File: config.mk
export PLATFORM = sky130hd
export DESIGN_NAME = drive_input_ctrl_flat
export DESIGN_NICKNAME = d
export VERILOG_FILES = /design/src/rtl/drive_input_ctrl_if.sv /design/src/rtl/drive_input_ctrl.sv /design/src/flat_wrapper.sv
export SDC_FILE = /design/constraint.sdc
export NUM_CORES = 1
export LEC_CHECK = 0
export CAP_MARGIN = 20
export CORE_UTILIZATION = 55
export CTS_BUF_LIST = sky130_fd_sc_hd__clkbuf_8
export DETAILED_ROUTE_END_ITERATION = 8
export HOLD_SLACK_MARGIN = 0.06
export PLACE_DENSITY_LB_ADDON = 0.12
export SLEW_MARGIN = 20
export SYNTH_ARGS = -nofsm -noshare
export SYNTH_HDL_FRONTEND = slang
export SYNTH_SLANG_ARGS = --single-unit
File: constraint.sdc
create_clock -name clk -period 3.84 [get_ports clk]
set_clock_uncertainty 0.15 [all_clocks]
set_input_delay 0.768 -clock clk [delete_from_list [all_inputs] [get_ports clk]]
set_output_delay 0.768 -clock clk [all_outputs]
set_load 0.02 [all_outputs]
File: src/rtl/drive_input_ctrl_if.sv
// Signal bundle between the drive front end (slave) and the board/engine side (master).
// Keys, tick and engine feedback flow into the front end; conditioned controls flow out.
interface drive_input_ctrl_if;
  logic       tick_10hz;
  logic       key_throttle;
  logic       key_brake;
  logic       key_up;
  logic       key_down;
  logic [8:0] speed_kmh;
  logic       overload;
  logic       throttle;
  logic       brake;
  logic [2:0] gear;
  logic       shifting;
  logic       shift_denied;

  modport master (
    output tick_10hz, key_throttle, key_brake, key_up, key_down, speed_kmh, overload,
    input  throttle, brake, gear, shifting, shift_denied
  );

  modport slave (
    input  tick_10hz, key_throttle, key_brake, key_up, key_down, speed_kmh, overload,
    output throttle, brake, gear, shifting, shift_denied
  );
endinterface

File: src/rtl/drive_input_ctrl.sv
// Key conditioning (2-FF sync + debounce) and gear-shift state machine feeding engine_model.
// Owns the current gear, enforces the clutch interval and blocks over-revving downshifts.
module drive_input_ctrl #(
  parameter int unsigned DEBOUNCE_CNT = 50000,
  parameter int unsigned SHIFT_TICKS  = 3,
  parameter int unsigned MAX_GEAR     = 6
) (
  input  logic              clk,
  input  logic              rst,
  drive_input_ctrl_if.slave bus
);

  localparam int KEY_N  = 4;
  localparam int K_THR  = 0;
  localparam int K_BRK  = 1;
  localparam int K_UP   = 2;
  localparam int K_DN   = 3;
  localparam int CNT_W  = 16;
  localparam int TICK_W = 16;

  localparam logic [CNT_W-1:0]  DB_LAST    = CNT_W'(DEBOUNCE_CNT - 1);
  localparam logic [TICK_W-1:0] SHIFT_LOAD = TICK_W'(SHIFT_TICKS);
  localparam logic [2:0]        GEAR_TOP   = 3'(MAX_GEAR);

  typedef enum logic {
    READY = 1'b0,
    SHIFT = 1'b1
  } state_e;

  // Highest speed at which the engine may drop into the target gear; neutral is unlimited.
  function automatic logic over_rev(input logic [2:0] target, input logic [8:0] spd);
    logic [8:0] limit;
    case (target)
      3'd1:    limit = 9'd55;
      3'd2:    limit = 9'd95;
      3'd3:    limit = 9'd150;
      3'd4:    limit = 9'd210;
      3'd5:    limit = 9'd255;
      default: limit = 9'd511;
    endcase
    return spd > limit;
  endfunction

  logic [KEY_N-1:0] key_raw;
  logic [KEY_N-1:0] sync1_q, sync1_d;
  logic [KEY_N-1:0] sync2_q, sync2_d;
  logic [KEY_N-1:0] db_q, db_d;
  logic [KEY_N-1:0] db_prev_q, db_prev_d;
  logic [CNT_W-1:0] db_cnt_q [KEY_N];
  logic [CNT_W-1:0] db_cnt_d [KEY_N];

  state_e            state_q, state_d;
  logic [2:0]        gear_q, gear_d;
  logic [TICK_W-1:0] tick_cnt_q, tick_cnt_d;
  logic              denied_q, denied_d;
  logic              throttle_q, throttle_d;
  logic              brake_q, brake_d;

  logic       up_req;
  logic       down_req;
  logic       shifting;
  logic [2:0] target;

  assign key_raw  = {bus.key_down, bus.key_up, bus.key_brake, bus.key_throttle};
  assign up_req   = db_q[K_UP] & ~db_prev_q[K_UP];
  assign down_req = db_q[K_DN] & ~db_prev_q[K_DN];
  assign shifting = (state_q == SHIFT);
  assign target   = gear_q - 3'd1;

  // Synchroniser chain and edge-detect history
  always_comb begin
    sync1_d   = key_raw;
    sync2_d   = sync1_q;
    db_prev_d = db_q;
  end

  // Debounce: a key must disagree with its debounced level for DEBOUNCE_CNT
  // consecutive clocks before the level follows; any agreement restarts the count.
  always_comb begin
    db_d = db_q;
    for (int k = 0; k < KEY_N; k++) begin
      db_cnt_d[k] = '0;
      if (sync2_q[k] != db_q[k]) begin
        if (db_cnt_q[k] == DB_LAST) begin
          db_d[k] = sync2_q[k];
        end else begin
          db_cnt_d[k] = db_cnt_q[k] + CNT_W'(1);
        end
      end
    end
  end

  // Shift FSM
  always_comb begin
    state_d    = state_q;
    gear_d     = gear_q;
    tick_cnt_d = tick_cnt_q;
    denied_d   = 1'b0;
    case (state_q)
      READY: begin
        if (up_req && down_req) begin
          denied_d = 1'b1;
        end else if (up_req) begin
          if (gear_q >= GEAR_TOP) begin
            denied_d = 1'b1;
          end else begin
            gear_d     = gear_q + 3'd1;
            state_d    = SHIFT;
            tick_cnt_d = SHIFT_LOAD;
          end
        end else if (down_req) begin
          if (gear_q == 3'd0 || over_rev(target, bus.speed_kmh)) begin
            denied_d = 1'b1;
          end else begin
            gear_d     = target;
            state_d    = SHIFT;
            tick_cnt_d = SHIFT_LOAD;
          end
        end
      end
      SHIFT: begin
        // Requests arriving while the clutch is open are dropped, never queued.
        if (up_req || down_req) begin
          denied_d = 1'b1;
        end
        if (tick_cnt_q == '0) begin
          state_d = READY;
        end else if (bus.tick_10hz) begin
          tick_cnt_d = tick_cnt_q - TICK_W'(1);
        end
      end
      default: state_d = READY;
    endcase
  end

  // Output conditioning to engine_model
  always_comb begin
    brake_d    = db_q[K_BRK];
    throttle_d = db_q[K_THR] & ~db_q[K_BRK] & ~shifting & ~bus.overload;
  end

  always_ff @(posedge clk or posedge rst) begin
    if (rst) begin
      sync1_q    <= '0;
      sync2_q    <= '0;
      db_q       <= '0;
      db_prev_q  <= '0;
      for (int k = 0; k < KEY_N; k++) begin
        db_cnt_q[k] <= '0;
      end
      state_q    <= READY;
      gear_q     <= '0;
      tick_cnt_q <= '0;
      denied_q   <= 1'b0;
      throttle_q <= 1'b0;
      brake_q    <= 1'b0;
    end else begin
      sync1_q    <= sync1_d;
      sync2_q    <= sync2_d;
      db_q       <= db_d;
      db_prev_q  <= db_prev_d;
      for (int k = 0; k < KEY_N; k++) begin
        db_cnt_q[k] <= db_cnt_d[k];
      end
      state_q    <= state_d;
      gear_q     <= gear_d;
      tick_cnt_q <= tick_cnt_d;
      denied_q   <= denied_d;
      throttle_q <= throttle_d;
      brake_q    <= brake_d;
    end
  end

  assign bus.throttle     = throttle_q;
  assign bus.brake        = brake_q;
  assign bus.gear         = gear_q;
  assign bus.shifting     = shifting;
  assign bus.shift_denied = denied_q;

endmodule

File: src/flat_wrapper.sv
// flat-port wrapper written by rule: the top's interface ports become plain ports
module drive_input_ctrl_flat 
#(
  parameter int unsigned DEBOUNCE_CNT = 50000,
  parameter int unsigned SHIFT_TICKS  = 3,
  parameter int unsigned MAX_GEAR     = 6
)
  (clk, rst, bus_tick_10hz, bus_key_throttle, bus_key_brake, bus_key_up, bus_key_down, bus_speed_kmh, bus_overload, bus_throttle, bus_brake, bus_gear, bus_shifting, bus_shift_denied);
  drive_input_ctrl_if bus_i ();
  input  logic clk;
  input  logic rst;
  input wire logic [$bits(bus_i.tick_10hz)-1:0] bus_tick_10hz;
  input wire logic [$bits(bus_i.key_throttle)-1:0] bus_key_throttle;
  input wire logic [$bits(bus_i.key_brake)-1:0] bus_key_brake;
  input wire logic [$bits(bus_i.key_up)-1:0] bus_key_up;
  input wire logic [$bits(bus_i.key_down)-1:0] bus_key_down;
  input wire logic [$bits(bus_i.speed_kmh)-1:0] bus_speed_kmh;
  input wire logic [$bits(bus_i.overload)-1:0] bus_overload;
  output wire logic [$bits(bus_i.throttle)-1:0] bus_throttle;
  output wire logic [$bits(bus_i.brake)-1:0] bus_brake;
  output wire logic [$bits(bus_i.gear)-1:0] bus_gear;
  output wire logic [$bits(bus_i.shifting)-1:0] bus_shifting;
  output wire logic [$bits(bus_i.shift_denied)-1:0] bus_shift_denied;
  assign bus_i.tick_10hz = bus_tick_10hz;
  assign bus_i.key_throttle = bus_key_throttle;
  assign bus_i.key_brake = bus_key_brake;
  assign bus_i.key_up = bus_key_up;
  assign bus_i.key_down = bus_key_down;
  assign bus_i.speed_kmh = bus_speed_kmh;
  assign bus_i.overload = bus_overload;
  assign bus_throttle = bus_i.throttle;
  assign bus_brake = bus_i.brake;
  assign bus_gear = bus_i.gear;
  assign bus_shifting = bus_i.shifting;
  assign bus_shift_denied = bus_i.shift_denied;
  drive_input_ctrl #(.DEBOUNCE_CNT(DEBOUNCE_CNT), .SHIFT_TICKS(SHIFT_TICKS), .MAX_GEAR(MAX_GEAR)) u_core (.clk(clk), .rst(rst), .bus(bus_i));
endmodule
# [Word-level counts from Yosys, hierarchy flattened]
# Index checks and enable logic that the tools add are counted.
[word_totals] reg_bits=103 inputBits=17 output_inout_bits=7 wordCells=109
[op_classes] n_addsub=7 n_lt_le_gt_ge=2 eq_ne=21 mux=39 bitwise=11 reduce_logical=12
[op_table] cell="$mux 16" count=15
[op_table] cell="$add 16x1->16 const B" count=4
[op_table] cell="$eq 16x16->1 const B" count=4
[op_table] cell="$pmux 9 s5" count=1
[op_table] cell="$mux 9" count=4
[op_table] cell="$pmux 16 s2" count=1
[op_table] cell="$logic_not 16->1" count=1
[op_table] cell="$sub 16x1->16 const B" count=1
[op_table] cell="$mux 1" count=12
[op_table] cell="$mux 3" count=4
[op_table] cell="$gt 9x9->1" count=1
[op_table] cell="$ne 2x2->1 const B" count=4
[op_table] cell="$reduce_and 2->1" count=4
[op_table] cell="$eq 3x2->1 const B" count=2
[op_table] cell="$eq 3x3->1 const B" count=2
[op_table] cell="$not 1->1" count=6
[op_table] cell="$reduce_and 6->1" count=1
[op_table] cell="$and 1x1->1" count=5
[op_table] cell="$reduce_and 5->1" count=1
[op_table] cell="$ne 1x1->1" count=4
[op_table] cell="$pmux 1 s2" count=2
[op_table] cell="$add 3x1->3 const B" count=1
[op_table] cell="$eq 3x1->1 const B" count=1
[op_table] cell="$ge 3x3->1 const B" count=1
[op_table] cell="9 further kinds" count=10

# [Longest topological paths before layout]
# Gate-level depths: netlist of run 1.
[logic_depth] word_depth=14 depth_mapped=16 ltp_nobuf=16

# [Worst setup path before layout of run 1]
# No wires, ideal clock.
[synth_timing] kind="flip-flop to flip-flop" startpoint="register u_core.gear_q[0], in the netlist u_core.bus.gear[0]" endpoint="register u_core.tick_cnt_q[5]" setup_time_ns=0.138 arrival_time_ns=2.856 required_ns=3.552 slack_ns=0.696 path_stages_with_launch=15 path_buffers=0 synth_period_minus_slack_ns=3.144 cell_sequence="dfrtp_1 inv_1 ha_1 xor2_1 nor3_1 nor2_1 nor2_1 nor2_1 ha_1 and3_1 nand3_1 o41ai_4 nor2_1 nand2_1 a31oi_1"
[synth_between] elab_chain_len=11 word_cells_on_any_way=18 classes_between="1 x add/sub; 2 x order compare; 7 x eq/ne; 5 x mux; 3 x reduce/logical"
[synth_rtl] item="from (decl)" line_no="drive_input_ctrl.sv:53" text="logic [2:0] gear_q, gear_d;"
[synth_rtl] item="from (signal assigned)" line_no="drive_input_ctrl.sv:166" text="gear_q <= gear_d;"
[synth_rtl] item="$sub 3x1->3" line_no="drive_input_ctrl.sv:68" text="assign target = gear_q - 3'd1;"
[synth_rtl] item="$eq 3x3->1, or another cell as far along" line_no="drive_input_ctrl.sv:33" text="case (target)"
[synth_rtl] item="$pmux 9 s5" line_no="drive_input_ctrl.sv:33"
[synth_rtl] item="$mux 9" line_no="drive_input_ctrl.sv:111" text="end else if (down_req) begin"
[synth_rtl] item="$mux 9" line_no="drive_input_ctrl.sv:103" text="end else if (up_req) begin"
[synth_rtl] item="$mux 9" line_no="drive_input_ctrl.sv:101" text="if (up_req && down_req) begin"
[synth_rtl] item="$mux 9" line_no="drive_input_ctrl.sv:99" text="case (state_q)"
[synth_rtl] item="$gt 9x9->1" line_no="drive_input_ctrl.sv:41" text="return spd > limit;"
[synth_rtl] item="$logic_or 1x1->1" line_no="drive_input_ctrl.sv:112" text="if (gear_q == 3'd0 || over_rev(target, bus.speed_kmh)) begin"
[synth_rtl] item="$ne 3x2->1 (no source line)"
[synth_rtl] item="$reduce_and 6->1 (no source line) *"
[synth_rtl] item="to (signal assigned)" line_no="drive_input_ctrl.sv:167" text="tick_cnt_q <= tick_cnt_d;"
[synth_rtl] item="to (decl)" line_no="drive_input_ctrl.sv:54" text="logic [TICK_W-1:0] tick_cnt_q, tick_cnt_d;"
# Mark *: on every way between the ends. The rest lies on a longest branch, timed or not. The select of a mux whose other input is x is not followed.
# A chain may end at the register's enable or synchronous reset.

# [Final worst setup path of run 1]
[layout_timing] startpoint="register u_core.gear_q[0], in the netlist u_core.bus.gear[0]" endpoint="register u_core.tick_cnt_q[10]"
# Same word-level chain as after synthesis.

==> flow_summary.yaml, run 1 <==
worst_setup_path:
  worst_path_dominant_cell_family: "simple AND/OR/NAND/NOR gates"
  critical_path.startpoint_type: "register"
  cp_data_required_time_ps: 3970
  critical-path-top-cell-by-count: "sky130_fd_sc_hd__nor2_1"
  worstPathArrival_ps: 3580
  critical_path_buf_inv_count: 1
  crit_path_max_fanout: 7
  timing_worst_setup_path_type: "register to register"
  max_stage_delay_ps: 490
  regToRegSetupSlack_ps: 390
  critical_path.endpoint_type: "register"
  worstPathCellList: "inv_1 -> ha_1 -> xor2_1 -> nor3_1 -> nor2_1 -> nor2_1 -> nor2_1 -> ha_1 -> and3_1 -> nor2b_1 -> a211oi_2 -> nor2_1 -> nand2_1 -> a31oi_1"
  cp_slowest_cell: "sky130_fd_sc_hd__dfrtp_1"
  critical_path.startpoint: "u_core.bus.gear[0]"
  reg2reg_from: "u_core.bus.gear[0]"
timing:
  rsz0062_at_grt: "no"
  worst_slew_margin_relative_to_its_limit: 0.6291
  final.period_utilization: 0.8991
  setup_viol: 0
  fin_crit_ps: 3453
  pins_over_their_slew_limit: 0
  maxClockFrequency_mhz: 289.6
  finalSetupTns_ps: 0
  finalHoldViolCount: 0
  worst_slew_pin_slew_ps: 552.1
synthesis:
  ys_seq_elements: 101
  synth_largest_area_cell: "sky130_fd_sc_hd__dfrtp_1"
  mappedNetlistNets: 551
  async_flop_share: 1.000
  yosys.area.top_type_share: 0.5041
  yosys_most_used_dff: "sky130_fd_sc_hd__dfrtp_1"
  syn_warnings: 0
  netlist_instances: 515
  netlist_area_mm2: 0.005014
  synth_edf_count: 0
  synth.distinct_cells: 42
  seq_area_frac_synth: 0.5041
  main_area_contributors_after_synthesis: "sky130_fd_sc_hd__dfrtp_1 50%, sky130_fd_sc_hd__nor2_1 8.0%, sky130_fd_sc_hd__xor2_1 6.3%"
  syn-mean-instance-area_um2: 9.735
drt:
  via_count_normalized_by_instance_count: 5.520
  met2_length_um: 4141
  routedWlPerCell_um: 13.57
  met3WireLength_um: 329
  drc_viols: 0
  route.vias.total: 3621
  detail_route.wirelength.met1_um: 4313
  detailedRoute.firstPassIterationCount: 4
  detail_route.iter0.violations: 150
  totalWireLength_um: 8901
  topRoutingLayerUsed: "met4"
  ant_nets: 0
floorplanning:
  floorplan.core_area_mm2: 0.008763
  placement_rows: 34
  effective_utilization_at_floorplan: 0.5721
  floorplan.io_pins: 24
  dieHeight_um: 97.48
  die_width_um: 97.48
  dieArea_mm2: 0.009501
status:
  outcome: "complete, no violations"
clock_network:
  clk_pin_slew_ps: 100
  cts_tree: "built"
  cts_setup_buffers: 0
  clock-sinks: 101
  cts_buffer_depth: 2
  cts_buffers: 9
  ctsHoldBuffers: 0
  clockRootBuffer: "sky130_fd_sc_hd__clkbuf_8"
  clkLatencyLatePin_ps: 360
  htree_num_levels: 3
  postCtsResizedCells: 0
global_routing:
  grt_pass1_vias: 3583
  maximum_number_of_pins_on_one_net_before_global_route_repair: 71
  antenna_found_initial: 0
  grt_first_pass_wirelength_um: 15810
  grt_use_total: 0.2049
  gr-total-overflow: 0
layout:
  antennaDiodeCount: 0
  fill_cells: 756
  final_area_mm2: 0.005555
  final_core_utilization: 0.6339
  final_cell_mix: "107 x sky130_fd_sc_hd__nor2_1, 101 x sky130_fd_sc_hd__dfrtp_1, 52 x sky130_fd_sc_hd__nand2_1"
  fin_nets: 579
  area_of_combinational_cells_with_multiple_inputs_mm2: 0.002399
  mostFrequentLayoutCell: "sky130_fd_sc_hd__nor2_1"
  area_growth_pct: 10.81
  ff_latch_area_mm2: 0.002527
  final_layout_size_suffix_gt1_frac: 0.06204
run:
  maxCapViolations: 0
place:
  place.gp.congestion: 0.8057
  hpwl_um: 6145
  io_buffers: 23
  detailed_place.area_mm2: 0.005374
worst_hold_path:
  worst_hold_startpoint: "u_core.sync1_q[3]"
  worstHoldPathType: "register to register"
power:
  power_density_mw_per_mm2: 352.1
  totalPowerFinal_mw: 1.956
  vdd_ir_drop_max_mv: 0.2354
  cellLeakagePower_nw: 2.525
[area by class of cell]
| type | count | share of cell area |
|---|---|---|
| Sequential cell | 101 | 0.4550 |
| Multi-Input combinational cell | 391 | 0.4318 |
| Timing Repair Buffer | 24 | 0.04505 |
| Clock buffer | 10 | 0.02477 |
| Tap cell | 108 | 0.02432 |
| Inverter | 16 | 0.01126 |
| Clock inverter | 6 | 0.007883 |
[where the power goes]
group          internal (mW)  leakage, nW  switching (mW)
clock network          0.259       0.0987           0.365
logic                 0.0683         1.09          0.0864
registers               1.11         1.34          0.0666
[cells in the mapped netlist (all sizes together), types with 14 or more instances]
master	n
nand3	24
ha	19
dfrtp	101
xnor2	29
nand2	52
a21oi	14
nor3	18
inv	16
and3	20
nand4	15
xor2	36
nor2	107
[per-stage QoR]
step                      hold WS [ps]  std cells  setup slack, ps
after floorplan                  181.2        515            274.9
after global placement           183.7        640            641.2
after detailed placement         186.3        640            423.0
after CTS                        210.6        656            397.5
after global routing             217.1        656            45.25
final                            210.0        656            387.3
[worst reg2reg max path, cell delays in order (launching register included)]
cell and delay, ps:
sky130_fd_sc_hd__dfrtp_1 490, sky130_fd_sc_hd__inv_1 150, sky130_fd_sc_hd__ha_1 270, sky130_fd_sc_hd__xor2_1 200, sky130_fd_sc_hd__nor3_1 170, sky130_fd_sc_hd__nor2_1 60
sky130_fd_sc_hd__nor2_1 170, sky130_fd_sc_hd__nor2_1 90, sky130_fd_sc_hd__ha_1 270, sky130_fd_sc_hd__and3_1 170, sky130_fd_sc_hd__nor2b_1 220, sky130_fd_sc_hd__a211oi_2 130
sky130_fd_sc_hd__nor2_1 350, sky130_fd_sc_hd__nand2_1 260, sky130_fd_sc_hd__a31oi_1 230
[layer usage]
layer / track usage / up-vias
met1: 0.2664 / 1753
met3: 0.04892 / 12
met5: 0 / -
met2: 0.3367 / 54
met4: 0.07127 / 0
li1: - / 1802
[kinds of logic (layout without fill, tap and decap cells)]
logic type | Yosys count | count (layout) | share of synthesized area
buf+inv | 23 | 56 | 0.01747
compound gates | 46 | 46 | 0.06239
flops | 101 | 101 | 0.5041
xor+xnor | 65 | 65 | 0.1136
simple gates | 256 | 256 | 0.2441
fa+ha+maj | 19 | 19 | 0.04742
mux | 5 | 5 | 0.01098
[worst paths after layout]
check | depth (start not counted) | endpoint
worst max-delay path | 14 | u_core.tick_cnt_q[10]
worst min-delay path | 0 | u_core.sync2_q[3]
worst max register to register | 14 | u_core.tick_cnt_q[10]
worst min register to register | 0 | u_core.sync2_q[3]
max in group asynchronous | 3 | u_core.db_prev_d[0]
min in group asynchronous | 2 | u_core.db_cnt_q[14]
[flip-flops by register name, summed over array words and instances (netlist names)]
register,count
u_core.db_cnt_q,64
u_core.bus.shifting,1
u_core.db_prev_q,3
u_core.db_prev_d,4
u_core.bus.gear,3
u_core.sync2_q,4
u_core.bus.throttle,1
u_core.bus.shift_denied,1
u_core.tick_cnt_q,16
u_core.sync1_q,4
(Power assumes the default switching activity.)
==> run 2, diff against run 1 <==
GPL_ROUTABILITY_DRIVEN = 1   (was unset)
==> results of run 2 <==
The final DEF is identical to that of run 1; final timing and power are the same.
